[config.mk]
export PLATFORM = sky130hd
export DESIGN_NAME = regwr_scheduler
export DESIGN_NICKNAME = d
export VERILOG_FILES = /design/src/rtl/regwr_scheduler.sv
export SDC_FILE = /design/constraint.sdc
export NUM_CORES = 1
export LEC_CHECK = 0
export BUFFER_PORTS_ARGS = -buffer_cell sky130_fd_sc_hd__buf_2
export CELL_PAD_IN_SITES_DETAIL_PLACEMENT = 1
export CELL_PAD_IN_SITES_GLOBAL_PLACEMENT = 1
export CORE_ASPECT_RATIO = 1.4
export CORE_MARGIN = 4
export CORE_UTILIZATION = 36
export CTS_CLUSTER_SIZE = 14
export DETAILED_ROUTE_END_ITERATION = 12
export PLACE_DENSITY = 0.77
export SLEW_MARGIN = 10
export SYNTH_ARGS = -nofsm -noshare
export SYNTH_HDL_FRONTEND = slang
export SYNTH_SLANG_ARGS = --single-unit
[constraint.sdc]
create_clock -name clk -period 2.6 [get_ports clk]
set_clock_uncertainty 0.05 [all_clocks]
set_input_delay 0.39 -clock clk [delete_from_list [all_inputs] [get_ports clk]]
set_output_delay 0.39 -clock clk [all_outputs]
set_load 0.02 [all_outputs]
[src/rtl/regwr_scheduler.sv]
// Register-file writeback scheduler: arbitrates ALU and load writebacks onto one
// registered write port and keeps a pending-write scoreboard for issue and hazard checks.
module regwr_scheduler #(
  parameter int FAIR = 1
) (
  input  logic        clk,
  input  logic        reset,
  input  logic        alu_valid,
  input  logic [4:0]  alu_rd,
  input  logic [31:0] alu_data,
  output logic        alu_ready,
  input  logic        ld_valid,
  input  logic [4:0]  ld_rd,
  input  logic [31:0] ld_data,
  output logic        ld_ready,
  input  logic        iss_valid,
  input  logic [4:0]  iss_rd,
  output logic        iss_ready,
  input  logic [4:0]  rs,
  input  logic [4:0]  rs2,
  output logic        haz_a,
  output logic        haz_b,
  output logic [4:0]  wb_rd,
  output logic [31:0] wb_data,
  output logic        wb_wr,
  output logic        wb_rtype,
  output logic [31:0] pending
);

  logic        last_ld;
  logic [31:0] pend_p1;
  logic        vld_p1;
  logic [4:0]  rd_p1;
  logic [31:0] data_p1;

  logic        gnt_alu;
  logic        gnt_ld;
  logic        gnt;
  logic        wr_en;
  logic [4:0]  gnt_rd;
  logic [31:0] gnt_data;
  logic        iss_set;
  logic [31:0] set_mask;
  logic [31:0] clr_mask;

  // Readies stay low while reset is held so nothing is accepted during reset.
  always_comb begin
    gnt_alu = 1'b0;
    gnt_ld  = 1'b0;
    if (reset) begin
      if (alu_valid && ld_valid) begin
        if ((FAIR != 0) && last_ld) gnt_alu = 1'b1;
        else                        gnt_ld  = 1'b1;
      end else begin
        gnt_alu = alu_valid;
        gnt_ld  = ld_valid;
      end
    end
  end

  assign gnt      = gnt_alu | gnt_ld;
  assign gnt_rd   = gnt_ld ? ld_rd : alu_rd;
  assign gnt_data = gnt_ld ? ld_data : alu_data;
  assign wr_en    = gnt && (gnt_rd != 5'd0);

  // No same-cycle bypass: a WAW claim waits for the bit to clear on a prior edge.
  assign iss_ready = reset && ((iss_rd == 5'd0) || !pend_p1[iss_rd]);
  assign iss_set   = iss_valid && iss_ready && (iss_rd != 5'd0);

  assign set_mask = iss_set ? (32'd1 << iss_rd) : 32'd0;
  assign clr_mask = wr_en   ? (32'd1 << gnt_rd) : 32'd0;

  // Grant edge -> write port stage (p1)
  always_ff @(posedge clk or negedge reset) begin
    if (!reset) begin
      pend_p1 <= 32'd0;
      last_ld <= 1'b1;
      vld_p1  <= 1'b0;
      rd_p1   <= 5'd0;
      data_p1 <= 32'd0;
    end else begin
      pend_p1 <= (pend_p1 & ~clr_mask) | set_mask;
      vld_p1  <= wr_en;
      if (gnt) last_ld <= gnt_ld;
      if (wr_en) begin
        rd_p1   <= gnt_rd;
        data_p1 <= gnt_data;
      end
    end
  end

  assign alu_ready = gnt_alu;
  assign ld_ready  = gnt_ld;
  assign haz_a     = (rs  != 5'd0) && pend_p1[rs];
  assign haz_b     = (rs2 != 5'd0) && pend_p1[rs2];
  assign wb_wr     = vld_p1;
  assign wb_rd     = rd_p1;
  assign wb_data   = data_p1;
  assign wb_rtype  = 1'b1;
  assign pending   = pend_p1;

endmodule

# Word level (Yosys, flattened, before mapping)
# Index checks and enable logic that the tools add are counted.
op_classes:
  n_reduce_logical: 14
  bitwise_logic: 4
  muxes: 16
  magnitude_cmp: 3
  shifts: 2
ops:
  columns: ["op", "count"]
  rows:
  - ["32-bit 2-to-1 mux", 3]
  - ["1-bit by 5-bit << shifter with 32-bit output (first input constant)", 2]
  - ["32-bit AND", 1]
  - ["32-bit inverter", 1]
  - ["32-bit OR", 1]
  - ["5-bit nonzero test", 4]
  - ["5-bit by 6-bit less-than comparator with 1-bit output (second input constant)", 3]
  - ["1-bit binary-select mux with 5-bit select", 3]
  - ["1-bit 2-to-1 mux", 9]
  - ["1-bit logical AND", 7]
  - ["5-bit zero test", 1]
  - ["5-bit 2-to-1 mux", 1]
  - ["1-bit zero test", 1]
  - ["1-bit logical OR", 1]
  - ["1-bit OR", 1]
word_totals:
  register_bits: 71
  wordCells: 44
  output_inout_bits: 76
  in_bits: 94

# Logic depth before layout (Yosys ltp)
# Gate-level depths: netlist of the first run.
depth:
  word_depth: 10
  mapped_depth: 8
  depth_no_buf: 6

# Worst setup path after synthesis of the first run
# Ideal clock, no wire load.
synth_path:
  path_kind: "input port to output port"
  start: "input port iss_rd[1]"
  end: "output port iss_ready"
  path_buffers: 2
  t_arrival_ns: 2.459
  path_stages: 7
  setup_slack_ns: -0.299
  required_ns: 2.160
  path_cell_list: "buf_4 -> clkbuf_1 -> mux2i_1 -> a21oi_1 -> o21ai_1 -> o21ai_0 -> a2111oi_0"
synth_via:
  elab_chain_cells: 5
  elab_cells_between_ends: 6
synth_rtl:
  columns: ["item", "line", "source"]
  rows:
  - ["start: declaration", "17", "input logic [4:0] iss_rd,"]
  - ["1-bit binary-select mux with 5-bit select", "67", "assign iss_ready = reset && ((iss_rd == 5'd0) || !pend_p1[iss_rd]);"]
  - ["1-bit 2-to-1 mux (implied by the code)", "67", null]
  - ["1-bit zero test", "67", null]
  - ["1-bit logical OR *", "67", null]
  - ["1-bit logical AND *", "67", null]
  - ["end: declaration", "18", "output logic iss_ready,"]
# Mark *: on every way between the ends. The rest lies on a longest branch, timed or not. The select of a mux whose other input is x is not followed.

# Worst setup path in the final report of the first run
layout_path:
  start: "register pend_p1[15] (netlist: pending[15])"
  end: "output port haz_a"
layout_via:
  elab_chain_cells: 3
layout_rtl:
  columns: ["item", "line", "source"]
  rows:
  - ["start: declaration", "31", "logic [31:0] pend_p1;"]
  - ["start signal: assignment", "82", "pend_p1 <= (pend_p1 & ~clr_mask) | set_mask;"]
  - ["1-bit binary-select mux with 5-bit select", "94", "assign haz_a = (rs != 5'd0) && pend_p1[rs];"]
  - ["1-bit 2-to-1 mux (implied by the code)", "94", null]
  - ["1-bit logical AND", "94", null]
  - ["end: declaration", "21", "output logic haz_a,"]
# No other way between the ends. The select of a mux whose other input is x is not followed.

==> out/summary.txt, run 1 <==
Non-Filler Instances: 809
Final ANT Viol Nets: 0
Crit end category: output pin
Slew Limit Fails: 0
Met3 wire len: 1290 um
Final Critical Period: 2.53 ns
Synthesized flop and latch total: 71
Pwr Density: 717 nW/um^2
Top sig layer: met4
Max-cap violations: 0
DRC viols: 0
TritonRoute pass-1 iters: 5
Met1 Wirelength: 6260 um
Root Buffer: clkbuf_16
Share of cells above drive strength 1: 0.352
Outcome: finished, final reports clean
Clock Sinks: 71
Final Hold Viols: 0
Die Wd: 102 um
R2R setup slack: 0.47 ns
CP arrival: 2.09 ns
WL final: 16100 um
Hold_ws: 0.255 ns
Tot GR Track Use: 0.231
Final period util: 0.974
Post-synthesis cell type count: 59
Initial antenna violation count: 0
Placed Cells: 791
Achievable Freq: 395 MHz
Endpoints failing setup: 0
Final Net Count: 748
Via-to-Cell Ratio: 5.70
Critical path class: reg2out
Num CTS Buffers: 9
YS warnings: 0
Hold Crit Class: in2reg
Via count: 4615
Row count: 48
Total Power: 4150 uW
Sequential-to-total area share from yosys stat: 0.396
Initial Util: 0.366
1st-iter DRT viols: 169
Post-route cell area: 5790 um^2
Actual slew at the worst max-slew pin: 0.655 ns
Die area: 14300 um^2
Depth of the CTS H-tree: 3
Cells after synthesis: 497
Max-slew headroom: 0.564
Mapped Area: 4490 um^2
Post-synth EDFFs: 0
Die Y-Extent: 140 um
Syn nets: 591
First-pass GRT wire length: 26200 um
Largest net degree at the start of global routing: 73
Hpwl dp: 12700 um
Asr flop ratio synth: 1.00
Post-Syn Area per Cell: 9.03 um^2
VDD IR max: 0.329 mV
Placed instance area: 5430 um^2
DR WL met2: 8150 um
Crit start category: register
Vias in the first global route: 4955
Leak: 0.00267 uW
Max Root-Sink Buffers: 2
CTS tree: yes
Worst-path fanout max: 5
Avg WL per Cell: 19.8 um
Congestion Overflow GR: 0
Core ar.: 12300 um^2
Routability cong.: 0.916
Synth Flop Type: dfrtp_1
Area share of the largest cell type after synthesis: 0.391
Area grow syn2layout: 29.0%
Required @ worst endpoint: 2.16 ns
Number of I/O port buffers: 168
IO Pins: 170
Diode count: 0
Clock Pin Slew Worst Setup and Hold Paths: 0.06 ns
Clk Latency, worst-skew pair: 0.33 ns
Ranking of synthesized cells by area: dfrtp_1, mux4_2, nand2_1, a31oi_1, nor2_1
Cell taking the most area after synthesis: dfrtp_1
## sequential cells by signal, indices dropped and copies added (netlist names)
signal	flops
pending	32
wb_data	32
wb_rd	5
last_ld	1
wb_wr	1
## cell type report
cell class	instances	area [um^2]
timing repair buffer	184	985
inverter	18	70.1
clock buffer	11	243
multi-input combinational	370	2440
clock inverter	5	81.3
fill	1492	6460
sequential	71	1780
tap	150	188
## Yosys cell counts (5+ instances only)
library cell  instances
nand2_1              90
nand3_1               6
a2111oi_0             6
buf_6                 5
o2bb2ai_1             6
o22ai_1               5
nand2b_1             14
o31ai_1              13
a21oi_1              12
clkbuf_1             14
o21ai_0              30
buf_2                15
dfrtp_1              70
a31oi_1              42
nor2_1               43
mux4_2               16
mux2_2                5
nor2b_1               5
nor3_1                5
inv_1                16
a211oi_1              6
mux2i_1              15
## kinds of logic after synthesis
family | after synthesis | share of synthesized area
muxes | 36 | 0.126
and+or+nand+nor | 185 | 0.188
other | 1 | 0.000836
AOI/OAI and AO/OA | 148 | 0.227
buffers and inverters | 56 | 0.0619
DFF | 71 | 0.396
## worst paths after layout
kind / startpoint / endpoint / cells after the start
max in group asynchronous: reset / last_ld / 3
worst min-delay path: ld_data[20] / wb_data[20] / 3
worst max-delay path: pending[15] / haz_a / 5
worst max register to register: last_ld / wb_data[11] / 6
min in group asynchronous: reset / wb_rd[4] / 2
worst min register to register: pending[0] / pending[0] / 0
## worst max-delay path, stage by stage (launching register included)
cell and delay, ns:
dfrtp_1 0.46, mux4_2 0.49, mux2_2 0.28, a211oi_1 0.31
a21oi_1 0.06, buf_2 0.17
## metrics by stage
step | setup TNS (ns) | util | worst slack (ns)
after CTS | 0 | 0.471 | 0.0155
final | 0 | 0.472 | 0.0681
after global routing | -0.0134 | 0.472 | -0.0134
after detailed placement | 0 | 0.443 | 0.153
after global placement | 0 | 0.443 | 0.181
after floorplan | 0 | - | 0.185
## layout by cell type, fill, tap and decap left out, types with 3 or more instances in the layout
cell type	n
o2bb2ai_1	6
mux4_2	16
nor3_1	5
nand2_1	90
nor2b_1	5
o22ai_1	5
buf_2	166
a31oi_1	42
inv_1	16
mux2i_1	15
a211oi_1	6
nor3b_1	3
a2111oi_0	5
a21oi_1	12
clkbuf_16	9
nand2b_1	14
mux2_2	5
o21ai_0	29
o41ai_1	3
nor2_1	43
buf_4	15
o31ai_1	13
dfrtp_1	68
nand4b_1	3
nand3_1	6
## what timing repair did
action                                  4_1_cts  5_1_grt
pin swaps                                     0        2
endpoints found under the setup margin        1        2
gates cloned                                  0        0
resized for setup                             1        6
endpoints found under the hold margin         1        0
hold buffers                                  1        0
buffers inserted                              0        1
## per-layer routing
metal  up-vias  track usage
li1       2141            -
met1      2242        0.282
met2       205        0.390
met3        27       0.0563
met4         0       0.0829
met5         -            0
## power by group
part,switching (uW),total [uW],internal (uW)
combinational,777,1290,516
sequential,222,1530,1310
clock,462,1330,866
No activity file was read; power rests on OpenSTA's default activity.
==> run 2, diff against run 1 <==
Settings changed: CTS_BUF_LIST from default to sky130_fd_sc_hd__clkbuf_16, PLACE_DENSITY 0.77 to default, PLACE_DENSITY_LB_ADDON from default to 0.1.
==> run 2 against run 1 <==
Register-to-register slack worse by 0.16 ns. Core utilization grew 0.37 points. Global-route usage increased by 0.44 points. Sequential share of layout area is 0.24 points lower. Cell area up 0.78%.
==> out/summary.txt, run 2 (synthesis gave the netlist of run 1 again) <==
Outcome: finished, final reports clean
Placed instance area: 5470 um^2 (+0.69%)
Cell family with most CP delay: compound AO/OA/AOI/OAI gates
Hold Crit Class: in2async
Num CTS Buffers: 9 (unchanged)
Worst-path fanout max: 5 (unchanged)
CTS tree: yes
Congestion Overflow GR: 0 (unchanged)
Tot GR Track Use: 0.235 (+0.00445)
CP max stage cell: dfrtp_2
Non-Filler Instances: 814 (+0.62%)
Clk Latency, worst-skew pair: 0.34 ns (about the same)
1st-iter DRT viols: 191 (+13%)
Number of I/O port buffers: 168 (unchanged)
Largest net degree at the start of global routing: 73 (unchanged)
Final period util: 0.987 (+0.0130)
Final Hold Viols: 0 (unchanged)
CP arrival: 2.13 ns (+0.04 ns)
WP buf/inv: 1 (unchanged)
Crit start category: register
Max Root-Sink Buffers: 2 (unchanged)
Final Net Count: 753 (+0.67%)
Hold Buf Count CTS: 0 (-1)
Crit end category: output pin
Actual slew at the worst max-slew pin: 0.630 ns (-0.0243 ns)
Most frequent cells in the layout: buf_2, nand2_1, dfrtp_1, nor2_1, a31oi_1
Area grow syn2layout: 30.0%
Die Wd: 102 um (unchanged)
Hpwl dp: 13000 um (+2.7%)
Final design utilization: 0.476 (+0.00368)
Max incr delay on CP: 0.45 ns (-0.04 ns)
Post-route cell area: 5830 um^2 (+0.78%)
Reg area: 1780 um^2 (unchanged)
Core ar.: 12300 um^2 (unchanged)
Total Power: 4130 uW (-0.58%)
Diode count: 0 (unchanged)
Final Critical Period: 2.57 ns (+0.0339 ns)
Die area: 14300 um^2 (unchanged)
CP Cell Sequence: mux2_4 -> o22ai_2 -> a221o_1 -> o21ai_1 -> a2111oi_2 -> buf_4
VDD IR max: 0.318 mV (-3.2%)
Vias in the first global route: 4995 (+0.81%)
Critical path class: reg2out
Commonest non-fill, non-tap cell in the layout: buf_2
Post-route setup slack: 0.0342 ns (-0.0339 ns)
First-pass GRT wire length: 26300 um (+0.13%)
Max-cap violations: 0 (unchanged)
Avg WL per Cell: 20.4 um (+2.8%)
Initial Util: 0.366 (unchanged)
Share of cells above drive strength 1: 0.361 (+0.00940)
Multi-input logic area: 2460 um^2 (+0.82%)
Fillers: 1510 (+1.2%)
Final ANT Viol Nets: 0 (unchanged)
Achievable Freq: 390 MHz (-1.3%)
Required @ worst endpoint: 2.16 ns (about the same)
Leak: 0.00270 uW (+1.4%)
IO Pins: 170 (unchanged)
Clock Sinks: 71 (unchanged)
WL final: 16600 um (+3.5%)
Root Buffer: clkbuf_16
Clock Pin Slew Worst Setup and Hold Paths: 0.06 ns (about the same)
Via-to-Cell Ratio: 5.70 (about the same)
Die Y-Extent: 140 um (unchanged)
Dpl ws: -0.00624 ns (-0.159 ns)
Endpoints failing setup: 0 (unchanged)
Row count: 48 (unchanged)
TritonRoute pass-1 iters: 4 (-1)
Via count: 4641 (+0.56%)
Max-slew headroom: 0.578 (+0.0142)
Placed Cells: 796 (+0.63%)
DRC viols: 0 (unchanged)
Depth of the CTS H-tree: 3 (unchanged)
Pwr Density: 708 nW/um^2 (-1.3%)
Routability cong.: 0.856 (-6.5%)
Slew Limit Fails: 0 (unchanged)
Initial antenna violation count: 0 (unchanged)
-- run 2: changes by cell type in the layout (fill, tap and decap cells not counted), sizes merged --
| cell | delta |
|---|---|
| clkinvlp | -1 |
| clkbuf | -2 |
| buf | +6 |
| inv | +3 |
| dlygate4sd3 | -1 |
-- run 2: metal layers --
metal	wire length, um	global-route usage
met5	0	0
met4	629	0.100
met3	1180	0.0643
met2	8740	0.417
met1	6060	0.258
-- run 2: power by group --
group,internal (uW),switching [uW]
clock,825,456
combinational,537,787
sequential,1310,214
-- run 2: worst paths after layout --
path                                   from           to  slack (ns)  cells after the start
worst max register to register      last_ld   pending[5]        0.31                      6
worst min register to register   pending[0]   pending[0]        0.35                      0
min in group clk                ld_data[12]  wb_data[12]        0.24                      3
worst max-delay path            pending[27]    iss_ready        0.03                      6
worst min-delay path                  reset        wb_wr        0.04                      2
max in group asynchronous             reset   pending[2]        2.04                      2
-- run 2: stage by stage --
stage,hold WS (ns),setup TNS (ns)
3_3_place_gp,0.342,0
5_1_grt,0.0529,-0.0144
6_report,0.0400,0
2_1_floorplan,0.0444,0
4_1_cts,0.0367,0
3_5_place_dp,0.349,-0.00624
-- run 2: layout make-up --
class	count	area share
multi-input cells	370	0.422
flip-flops and latches	71	0.305
repair buffers	189	0.177
clock buffers	9	0.0386
well taps	150	0.0322
clock inverters	7	0.0139
inverters	18	0.0116
-- run 2: what timing repair did --
action	CTS	global route
setup buffers	1	1
resized for setup	2	13
setup endpoints to repair	1	2
pin swaps	2	2
==> run 3, diff against run 2 <==
Settings changed: CORE_ASPECT_RATIO 1.4 to default.
==> run 3 against run 2 <==
Fmax fell by 0.37%. Register-to-register slack improved by 0.17 ns. Die area fell by 0.18%. Sequential share of layout area fell by 0.056 points. Critical path type unchanged. Total power fell by 1.1%. Largest cell class unchanged. Largest power group unchanged. First-iteration DRC count rose by 87%. Flip-flop and latch count did not move.
==> out/summary.txt, run 3 (synthesis gave the netlist of run 1 again) <==
Total Power: 4080 uW (-1.1%)
Initial Util: 0.370 (+0.00424)
Commonest non-fill, non-tap cell in the layout: buf_2
CP Cell Sequence: buf_4 -> mux4_2 -> mux4_2 -> inv_1 -> a21oi_1 -> buf_2
R2R setup slack: 0.48 ns (+0.17 ns)
TritonRoute pass-1 iters: 4 (unchanged)
Leak: 0.00269 uW (-0.70%)
CP max stage cell: mux4_2
Core ar.: 12100 um^2 (-1.1%)
Final Net Count: 754 (+0.13%)
Diode count: 0 (unchanged)
IO Pins: 170 (unchanged)
Slew Limit Fails: 0 (unchanged)
Non-Filler Instances: 833 (+2.3%)
Worst-path fanout max: 4 (-1)
R2R depth: 7 (+1)
Tot GR Track Use: 0.237 (+0.00159)
Achievable Freq: 388 MHz (-0.37%)
Clock Power Share: 0.303 (-0.007)
Number of I/O port buffers: 168 (unchanged)
Hold Crit Class: in2reg
Comb pwr share: 0.323 (+0.002)
Hpwl dp: 12700 um (-2.1%)
Worst Hold Path EP: wb_data[2]
Final ANT Viol Nets: 0 (unchanged)
Root Buffer: clkbuf_16
First-pass GRT wire length: 26700 um (+1.5%)
Clock Pin Slew Worst Setup and Hold Paths: 0.06 ns (about the same)
DRC viols: 0 (unchanged)
Dpl ws: 0.107 ns (+0.113 ns)
Most used cell, CP: mux4_2
Critical path class: reg2out
Final design utilization: 0.482 (+0.00571)
Crit start category: register
Share of cells above drive strength 1: 0.355 (-0.00656)
Post-CTS setup repair buffer count: 0 (-1)
CTS tree: yes
Crit end category: output pin
Pwr Density: 700 nW/um^2 (-1.1%)
Initial antenna violation count: 0 (unchanged)
Max-slew headroom: 0.598 (+0.0207)
Most frequent cells in the layout: buf_2, nand2_1, dfrtp_1, nor2_1, a31oi_1
Via-to-Cell Ratio: 5.51 (-3.3%)
Hold_sp: ld_data[2]
Congestion Overflow GR: 0 (unchanged)
Via count: 4591 (-1.1%)
Num CTS Buffers: 9 (unchanged)
Avg WL per Cell: 19.9 um (-2.5%)
Max Root-Sink Buffers: 2 (unchanged)
Actual slew at the worst max-slew pin: 0.599 ns (-0.0309 ns)
Sequential power share: 0.374 (+0.005)
Clk Latency, worst-skew pair: 0.34 ns (about the same)
Clock Sinks: 71 (unchanged)
Psw: 1510 uW (+3.3%)
Max incr delay on CP: 0.47 ns (+0.02 ns)
Vias in the first global route: 4822 (-3.5%)
Die Wd: 120 um (+17%)
Worst R2R Start: last_ld
Final Critical Period: 2.58 ns (+0.00955 ns)
Routability cong.: 0.893 (+4.3%)
1st-iter DRT viols: 358 (+87%)
Final period util: 0.991 (+0.00367)
Fillers: 1498 (-0.79%)
Post-route setup slack: 0.0247 ns (-0.00955 ns)
Required @ worst endpoint: 2.16 ns (about the same)
Die Y-Extent: 120 um (-15%)
Row count: 40 (-17%)
Internal: 2580 uW (-3.4%)
Endpoints failing setup: 0 (unchanged)
Hold depth: 3
Die area: 14300 um^2 (-0.18%)
Largest net degree at the start of global routing: 73 (unchanged)
Depth of the CTS H-tree: 3 (unchanged)
RSZ-0062 raised after global routing: true
WL final: 16600 um (-0.23%)
R2R Path End: wb_data[7]
Placed Cells: 816 (+2.5%)
Switching share of total power: 0.369 (+0.0156)
Outcome: finished, final reports clean
Area grow syn2layout: 30.1% (about the same)
Max-cap violations: 0 (unchanged)
Final Hold Viols: 0 (unchanged)
VDD IR max: 0.354 mV (+11%)
CP arrival: 2.14 ns (about the same)
-- run 3: changes by cell type in the layout (fill, tap and decap cells not counted), moves of 2 or more --
cell / delta
dfrtp_2: -2
inv_1: -2
dfrtp_1: +2
clkinvlp_4: +2
-- run 3: through the flow --
stage / setup TNS, ns / cell area, um^2 / hold WS (ns)
after global placement: 0 / 5520 / 0.176
after global routing: -0.129 / 5830 / 0.255
after detailed placement: 0 / 5520 / 0.181
after floorplan: 0 / 4490 / 0.0444
final: 0 / 5830 / 0.244
after CTS: 0 / 5820 / 0.241
-- run 3: power by group through the flow --
stage / clock (uW) / combinational, uW / sequential (uW)
after global placement: 0 / 1290 / 1530
after floorplan: 0 / 578 / 1720
after global routing: 1310 / 1440 / 1560
after CTS: 1260 / 1330 / 1530
final: 1240 / 1320 / 1530
after detailed placement: 0 / 1320 / 1540
-- run 3: metal layers --
layer  GRT usage  wire (um)
met1       0.312       7110
met2       0.382       7860
met3      0.0584       1250
met4      0.0802        352
met5           0          0
-- run 3: critical path: cells and delay by family (launching register included) --
family,cells,cell delay [ns]
flops,1,0.39
mux,2,0.93
buf+inv,3,0.40
compound gates,1,0.06
-- run 3: area by class of cell --
class	instances	area, um^2	share of cell area
Timing Repair Buffer	190	1040	0.179
Clock buffer	9	225	0.0386
Multi-Input combinational cell	370	2440	0.418
Tap cell	168	210	0.0360
Clock inverter	7	71.3	0.0122
Sequential cell	71	1780	0.305
Inverter	18	67.6	0.0116
-- run 3: worst max-delay path by stage --
stage	from	cells past startpoint	endpoint
after CTS	pending[27]	6	haz_a
after detailed placement	iss_rd[1]	8	iss_ready
after global placement	iss_rd[1]	8	iss_ready
final	pending[27]	6	haz_a
after floorplan	iss_rd[1]	7	iss_ready
after global routing	pending[27]	6	haz_a
-- run 3: what timing repair did --
item | in CTS | in global routing
setup endpoints to repair | 0 | 39
hold buffers | 1 | 0
endpoints found under the hold margin | 3 | 0
resized for setup | 0 | 4
